===== src/rtl/mux8_rr_scheduler_pkg.sv =====
// mux8_rr_scheduler_pkg: shared widths and types for the round-robin mux scheduler
// Provides N_REQ/SEL_W, the select type and the two-state scheduler FSM encoding.
package mux_sched_pkg;
    localparam int N_REQ = 8;
    localparam int SEL_W = 3;
    typedef logic [SEL_W-1:0] sel_t;
    typedef enum logic {IDLE, GRANT} sched_state_t;
endpackage


===== src/rtl/mux8_rr_scheduler_if.sv =====
// mux8_rr_scheduler_if: request/grant bundle between requesters and the scheduler
// master: drives req/done, observes grant/sel/busy/timeout
// slave : scheduler side, drives grant/sel/busy/timeout from req/done
interface mux8_rr_scheduler_if;
    import mux_sched_pkg::*;
    logic [N_REQ-1:0] req;
    logic             done;
    logic [N_REQ-1:0] grant;
    sel_t             sel;
    logic             busy;
    logic             timeout;
    modport master (output req, done, input grant, sel, busy, timeout);
    modport slave  (input req, done, output grant, sel, busy, timeout);
endinterface


===== src/rtl/mux8_rr_scheduler_rr_pick8.sv =====
// rr_pick8: combinational round-robin pick of the first request at or after ptr
// req [7:0] in, ptr [2:0] in -> idx [2:0] winning index, any = at least one request
module rr_pick8
    import mux_sched_pkg::*;
(
    input  logic [N_REQ-1:0] req,
    input  sel_t             ptr,
    output sel_t             idx,
    output logic             any
);
    logic [2*N_REQ-1:0] dbl;
    logic [N_REQ-1:0]   rot;
    sel_t               off;
    // rot[k] = req[(ptr+k) mod 8], so the lowest set bit is the winner's offset from ptr
    assign dbl = {req, req} >> ptr;
    assign rot = dbl[N_REQ-1:0];
    always_comb begin
        off = '0;
        for (int k = N_REQ - 1; k >= 0; k--)
            if (rot[k]) off = sel_t'(k);
    end
    assign idx = ptr + off;
    assign any = |req;
endmodule


===== src/rtl/mux8_rr_scheduler.sv =====
// mux8_rr_scheduler: round-robin arbiter driving the select of a shared 8:1 mux
// clk, reset (async active-high); bus.slave: req/done in, grant/sel/busy/timeout out.
// Grants last 1..MAX_HOLD cycles with one idle bubble between grants.
module mux8_rr_scheduler
    import mux_sched_pkg::*;
#(
    parameter  int MAX_HOLD = 16,
    localparam int CNT_W    = $clog2(MAX_HOLD)
) (
    input logic                 clk,
    input logic                 reset,
    mux8_rr_scheduler_if.slave  bus
);
    sched_state_t     state;
    sel_t             ptr, sel_q, pick_idx;
    logic             pick_any, busy_q, timeout_q;
    logic [N_REQ-1:0] grant_q;
    logic [CNT_W-1:0] cnt;
    rr_pick8 u_pick (.req(bus.req), .ptr(ptr), .idx(pick_idx), .any(pick_any));
    always_ff @(posedge clk or posedge reset) begin
        if (reset) begin
            state     <= IDLE;
            grant_q   <= '0;
            sel_q     <= '0;
            busy_q    <= 1'b0;
            timeout_q <= 1'b0;
            ptr       <= '0;
            cnt       <= '0;
        end else begin
            case (state)
                IDLE: begin
                    timeout_q <= 1'b0;
                    if (pick_any) begin
                        state   <= GRANT;
                        grant_q <= N_REQ'(1) << pick_idx;
                        sel_q   <= pick_idx;
                        busy_q  <= 1'b1;
                        cnt     <= '0;
                    end
                end
                GRANT: begin
                    // done/withdrawal take precedence, so timeout only flags a pure forced release
                    if (bus.done || !bus.req[sel_q] || cnt == CNT_W'(MAX_HOLD - 1)) begin
                        state     <= IDLE;
                        grant_q   <= '0;
                        busy_q    <= 1'b0;
                        ptr       <= sel_q + 3'd1;
                        cnt       <= '0;
                        timeout_q <= !(bus.done || !bus.req[sel_q]);
                    end else begin
                        cnt <= cnt + 1'b1;
                    end
                end
                default: state <= IDLE;
            endcase
        end
    end
    assign bus.grant   = grant_q;
    assign bus.sel     = sel_q;
    assign bus.busy    = busy_q;
    assign bus.timeout = timeout_q;
endmodule


===== src/flat_wrapper.sv =====
// flat-port wrapper written by rule: the top's interface ports become plain ports
module mux8_rr_scheduler_flat import mux_sched_pkg::*;
#(
    parameter  int MAX_HOLD = 16,
    localparam int CNT_W    = $clog2(MAX_HOLD)
)
  (clk, reset, bus_req, bus_done, bus_grant, bus_sel, bus_busy, bus_timeout);
  mux8_rr_scheduler_if bus_i ();
  input logic clk;
  input logic reset;
  input wire logic [$bits(bus_i.req)-1:0] bus_req;
  input wire logic [$bits(bus_i.done)-1:0] bus_done;
  output wire logic [$bits(bus_i.grant)-1:0] bus_grant;
  output wire logic [$bits(bus_i.sel)-1:0] bus_sel;
  output wire logic [$bits(bus_i.busy)-1:0] bus_busy;
  output wire logic [$bits(bus_i.timeout)-1:0] bus_timeout;
  assign bus_i.req = bus_req;
  assign bus_i.done = bus_done;
  assign bus_grant = bus_i.grant;
  assign bus_sel = bus_i.sel;
  assign bus_busy = bus_i.busy;
  assign bus_timeout = bus_i.timeout;
  mux8_rr_scheduler #(.MAX_HOLD(MAX_HOLD)) u_core (.clk(clk), .reset(reset), .bus(bus_i));
endmodule

===== config.mk =====
export PLATFORM = sky130hd
export DESIGN_NAME = mux8_rr_scheduler_flat
export DESIGN_NICKNAME = d
export VERILOG_FILES = /design/src/rtl/mux8_rr_scheduler_pkg.sv /design/src/rtl/mux8_rr_scheduler_if.sv /design/src/rtl/mux8_rr_scheduler_rr_pick8.sv /design/src/rtl/mux8_rr_scheduler.sv /design/src/flat_wrapper.sv
export SDC_FILE = /design/constraint.sdc
export NUM_CORES = 1
export LEC_CHECK = 0
export ABC_AREA = 1
export CAP_MARGIN = 25
export CORE_ASPECT_RATIO = 0.7
export CORE_MARGIN = 5
export CORE_UTILIZATION = 54
export CTS_CLUSTER_SIZE = 40
export DETAILED_ROUTE_END_ITERATION = 10
export HOLD_SLACK_MARGIN = 0.05
export PLACE_DENSITY = 0.9
export SYNTH_ARGS = -nofsm -noshare
export SYNTH_HDL_FRONTEND = slang
export SYNTH_SLANG_ARGS = --single-unit

===== constraint.sdc =====
create_clock -name clk -period 3.2 [get_ports clk]
set_clock_uncertainty 0.05 [all_clocks]
set_input_delay 0.96 -clock clk [delete_from_list [all_inputs] [get_ports clk]]
set_output_delay 0.96 -clock clk [all_outputs]
set_load 0.01 [all_outputs]

; After elaboration in Yosys (flattened, before gate mapping)
; Index checks and enable logic that the tools add are counted.
[word_totals]
in_bits = 11
reg_bits = 21
out_inout_bits = 13
wordCells = 49
[classes]
muxes = 24
n_shift = 2
eq_ne = 3
n_reduce_logical = 8
bitwise = 1
addsub = 3
n_lt_le_gt_ge = 1
[op_table]
columns = cell, count
row1 = $mux W3, 8
row2 = $mux W8, 2
row3 = $pmux W8 S2, 1
row4 = $shr A16 B3 Y8, 1
row5 = $mux W4, 2
row6 = $pmux W4 S2, 1
row7 = $reduce_or A8 Y1, 1
row8 = $shl A1 B3 Y8 const A, 1
row9 = $mux W1, 6
row10 = $pmux W1 S2, 3
row11 = $reduce_and A2 Y1, 3
row12 = $add A4 B1 Y4 const B, 1
row13 = $eq A4 B4 Y1 const B, 1
row14 = $lt A3 B4 Y1 const B, 1
row15 = $add A3 B1 Y3 const B, 1
row16 = $add A3 B3 Y3, 1
row17 = $bmux W1 S3, 1
row18 = $logic_not A1 Y1, 2
row19 = $logic_or A1 B1 Y1, 2
row20 = $ne A2 B1 Y1 const B, 1
row21 = $ne A2 B2 Y1 const B, 1
row22 = $not A1 Y1, 1

; Depth between registers and ports, before layout
[depth]
word_depth = 13
mapped_depth = 21
ltp_nobuf = 20

; By module
; A second synthesis with hierarchy kept.
[unflattened]
cells_unflattened = 227
area_unflattened_um2 = 1662.8
[by_module_without_submodules]
columns = mod, seq_area_each_um2, n_inst, cells_per_inst, area_each_um2
row1 = mux8_rr_scheduler, 525.5, 1, 129, 1131.1
row2 = rr_pick8, 0.0, 1, 98, 531.8

; Least setup slack after synthesis
; OpenSTA, ideal clock, no wires.
[synth_path]
path_kind = input port to flip-flop
from = input port bus_req[6]
to = register u_core.grant_q[0], in the netlist u_core.bus.grant[0]
required_time_ns = 3.034
arrival_ns = 2.848
n_path_buf = 0
setup_ns = 0.116
stages = 19
path_slack_ns = 0.185
path_cell_list = nand2_1 nand3_1 nand3_1 nand2_2 inv_1 nand2_1 nand2_1 nand2_1 nand2_1 a21boi_0 ha_1 inv_1 fa_1 xnor2_1 inv_1 nand2_4 nand2_4 nand2_1 nand2_1
[synth_between]
elab_chain_cells = 13
elab_cells_between_ends = 22
classes_between = 1 x add/sub / 2 x eq/ne / 2 x shift / 12 x mux / 5 x reduce/logical
[synth_rtl]
columns = item, line
row1 = start: declaration, flat_wrapper.sv:11  ; input wire logic [$bits(bus_i.req)-1:0] bus_req;
row2 = $shr A16 B3 Y8, mux8_rr_scheduler_rr_pick8.sv:15  ; assign dbl = {req, req} >> ptr;
row3 = $mux W3 (8 in series), mux8_rr_scheduler_rr_pick8.sv:20  ; if (rot[k]) off = sel_t'(k);
row4 = $add A3 B3 Y3, mux8_rr_scheduler_rr_pick8.sv:22  ; assign idx = ptr + off;
row5 = $shl A1 B3 Y8, mux8_rr_scheduler.sv:35  ; grant_q <= N_REQ'(1) << pick_idx;
row6 = $mux W8, mux8_rr_scheduler.sv:33  ; if (pick_any) begin
row7 = $pmux W8 S2, mux8_rr_scheduler.sv:30  ; case (state)
row8 = end signal: assignment, mux8_rr_scheduler.sv:35
row9 = end: declaration, mux8_rr_scheduler.sv:17  ; logic [N_REQ-1:0] grant_q;
; Several ways; a longest one is shown, not always the timed one. The select of a mux whose other input is x is not followed.
; A chain may end at the register's enable or synchronous reset.

; Worst setup path after layout
[layout_path]
from = input port bus_req[7]
to = register u_core.grant_q[4], in the netlist u_core.bus.grant[4]
; Same word-level chain as after synthesis.

==> impl_metrics.env <==
export IMPL_status="complete, but fails checks"
export IMPL_failed_checks="negative setup slack"
export IMPL_power_density_mw_per_mm2=1170
export IMPL_syn_avg_cell_area_um2=7.47
export IMPL_wl_per_cell_um=14.7
export IMPL_drive_above_1_share=0.376
export IMPL_yosys_register_bits=21
export IMPL_coreArea_mm2=0.00282
export IMPL_synthCells=216
export IMPL_synth_xor_area_share=0.0163
export IMPL_synth_area_leaders="dfrtp_1, nand2_1, nand3_1, nand2_2, nand3_2"
export IMPL_routed_wirelength_um=4390
export IMPL_rows=16
export IMPL_mostFrequentLayoutCell="nand2_1"
export IMPL_synthMuxAreaShare=0
export IMPL_worst_setup_path_type="in -> reg"
export IMPL_place_inst=290
export IMPL_ys_warn_count=0
export IMPL_netlist_area_mm2=0.00161
export IMPL_cts_made_buffers=3
export IMPL_regToRegSetupSlack_ns=0.14
export IMPL_initial_core_util=0.572
export IMPL_post_place_ws_ns=-0.470
export IMPL_die_h_um=55.7
export IMPL_maxCapViolations=0
export IMPL_drv_slew=0
export IMPL_finalSetupViolations=9
export IMPL_clk_pin_slew_ns=0.07
export IMPL_dr_pass1_iters=4
export IMPL_finalNetCount=279
export IMPL_tightest_slew_ns=0.784
export IMPL_setup_ws_ns=-0.0544
export IMPL_crit_top_cell="nand2_1"
export IMPL_fin_cells=299
export IMPL_drt_iter0_markers=115
export IMPL_cp_required_ns=3.35
export IMPL_synthesis_nets=231
export IMPL_clock_path_buffers=2
export IMPL_hold_class="reg -> reg"
export IMPL_diodes=0
export IMPL_synthDistinctLibCells=33
export IMPL_grt_ovfl_total=0
export IMPL_synth_top_family_by_area="simple AND/OR/NAND/NOR gates"
export IMPL_fill_cells=170
export IMPL_synthAdderAreaFrac=0.0357
export IMPL_period_share=1.02
export IMPL_r2r_end="u_core.bus.grant[4]$_DFFE_PP0P_"
export IMPL_max_freq_ghz=0.307
export IMPL_io_buffers=23
export IMPL_hold_viol=0
export IMPL_grt_pass1_vias=1519
export IMPL_arrival_ns=3.40
export IMPL_vdd_drop_max_v=0.000637
export IMPL_reg2reg_from="u_core.ptr[0]$_DFFE_PP0P_"
export IMPL_grt_max_degree=22
export IMPL_grt_pass1_wl_um=6780
export IMPL_routabilityCongestion=0.954
export IMPL_min_to="u_core.bus.busy$_DFFE_PP0P_"
export IMPL_holdPathStages=2
export IMPL_ys_seq_area_frac=0.326
export IMPL_worst_path_max_delay_cell="fa_2"
export IMPL_ant_nets=0
export IMPL_min_from="u_core.bus.busy$_DFFE_PP0P_"
export IMPL_placed_area_mm2=0.00200
export IMPL_start_kind="input port"
export IMPL_maxSlewHeadroom=0.477
export IMPL_die_area_mm2=0.00420
export IMPL_clkSinkCount=21
export IMPL_timing_critical_path_cells="clkdlybuf4s15_1 -> nand2_1 -> nand3_1 -> nand3_2 -> nand2_2 -> inv_1 -> nand2_1 -> nand2_1 -> nand2_1 -> a21boi_2 -> ha_2 -> inv_1 -> fa_2 -> nand2_2 -> nor2_2 -> nand3_1 -> nand2_1"
export IMPL_tritoncts="yes"
export IMPL_synth_simple_area_share=0.460
export IMPL_vias=1633
export IMPL_power_leakage_nw=1.10
export IMPL_max_stage_delay_ns=0.58
export IMPL_antenna_found_initial=0
export IMPL_crit_fanout=3
export IMPL_grt_util_all_layers=0.203
export IMPL_reg2reg_depth=17
export IMPL_stdcell_area_mm2=0.00222
export IMPL_ios=24
export IMPL_htree_levels=1
export IMPL_dp_hpwl_um=2880
export IMPL_min_period_ns=3.25
export IMPL_layout_common_cells="nand2_1, nand3_1, buf_4"
export IMPL_synth_top_cell_area_share=0.326
export IMPL_route_detailed_drc=0
export IMPL_avgViaCountPerCell=5.46
export IMPL_finalCoreUtilization=0.787
export IMPL_die_x_um=75.3
export IMPL_synth_compound_area_frac=0.0806
export IMPL_clock_latency_ns=0.25
export IMPL_yosysTopAreaCell="dfrtp_1"
export IMPL_end_kind="flop"
export IMPL_syn_to_final_growth_pct=37.6
export IMPL_clockRootBuffer="clkbuf_8"
==> layout make-up <==
class,count,area [µm²],area share
clock buffers,4,45.0,0.0203
inverters,19,81.3,0.0366
multi-input cells,170,1100,0.495
flip-flops and latches,21,526,0.237
well taps,36,45.0,0.0203
repair buffers,49,425,0.192
==> Yosys cell counts <==
master     number
inv_2           1
nand2_2        15
a21boi_0        1
nor2_2          2
nor4_4          1
a21oi_1         2
inv_8           1
xnor2_1         2
nand3_4         1
nand2_4         4
o21a_1          3
nor3_1          1
nor2_4          2
nand2_1        63
buf_4           1
o211ai_1        1
nor2_1         11
buf_6           3
inv_1          16
o21ai_1         2
o2111ai_1       1
o21bai_1        1
o21ai_2         3
buf_2           2
inv_4           1
or2_2           1
xor2_1          1
fa_1            1
o21ai_0         6
nand3_1        36
nand3_2         6
dfrtp_1        21
ha_1            3
==> per-layer routing <==
metal / GRT usage / wire (µm) / vias up / share of wire
li1: - / - / 802 / -
met1: 0.289 / 2000 / 761 / 0.45
met2: 0.308 / 2050 / 59 / 0.47
met3: 0.0578 / 237 / 11 / 0.054
met4: 0.0324 / 100 / 0 / 0.023
met5: 0 / 0 / - / 0
==> flip-flops by register name (all words and copies together), names as in the netlist <==
register,cells
u_core.bus.grant,8
u_core.cnt,4
u_core.bus.sel,3
u_core.ptr,3
u_core.bus.busy,1
u_core.bus.timeout,1
u_core.state,1
==> worst max-delay path: cells and delay by family <==
family          cells  cell delay [ns]
buf+inv             3             0.38
fa+ha+maj           2             0.76
compound gates      1             0.12
simple gates       11             1.17
==> kinds of logic after synthesis <==
group           Yosys count
simple gates            143
buf+inv                  25
flops                    21
xor+xnor                  3
compound gates           20
fa+ha+maj                 4
==> what timing repair did <==
item,in CTS,in global routing
hold buffers,0,0
gates resized for setup,32,25
pin swaps,15,14
setup buffers,3,2
setup endpoints to repair,10,10
==> power breakdown <==
part / total (mW) / internal [mW] / leakage [nW] / switching [mW]
sequential: 0.504 / 0.347 / 0.271 / 0.157
clock: 0.169 / 0.0885 / 0.0228 / 0.0806
combinational: 1.92 / 0.813 / 0.803 / 1.10
==> per-stage QoR <==
step	setup TNS, ns	hold WS (ns)	total power [mW]
floorplan	0	0.454	1.58
global placement	-3.65	0.409	2.00
detailed placement	-4.36	0.414	2.05
CTS	0	0.431	2.38
global route	-1.54	0.442	2.78
finish	-0.352	0.431	2.59
==> how the worst max path moves through the flow <==
stage	start	end	slack [ns]	cells after the start
after floorplan	bus_req[6]	u_core.bus.grant[0]$_DFFE_PP0P_	0.19	19
after global placement	bus_req[4]	u_core.bus.grant[1]$_DFFE_PP0P_	-0.39	20
after detailed placement	bus_req[4]	u_core.bus.grant[3]$_DFFE_PP0P_	-0.47	20
after CTS	bus_req[6]	u_core.bus.grant[2]$_DFFE_PP0P_	0.01	20
after global routing	bus_req[7]	u_core.bus.grant[2]$_DFFE_PP0P_	-0.18	19
final	bus_req[7]	u_core.bus.grant[4]$_DFFE_PP0P_	-0.05	17
Note: power is estimated with default switching activity, not from simulation.
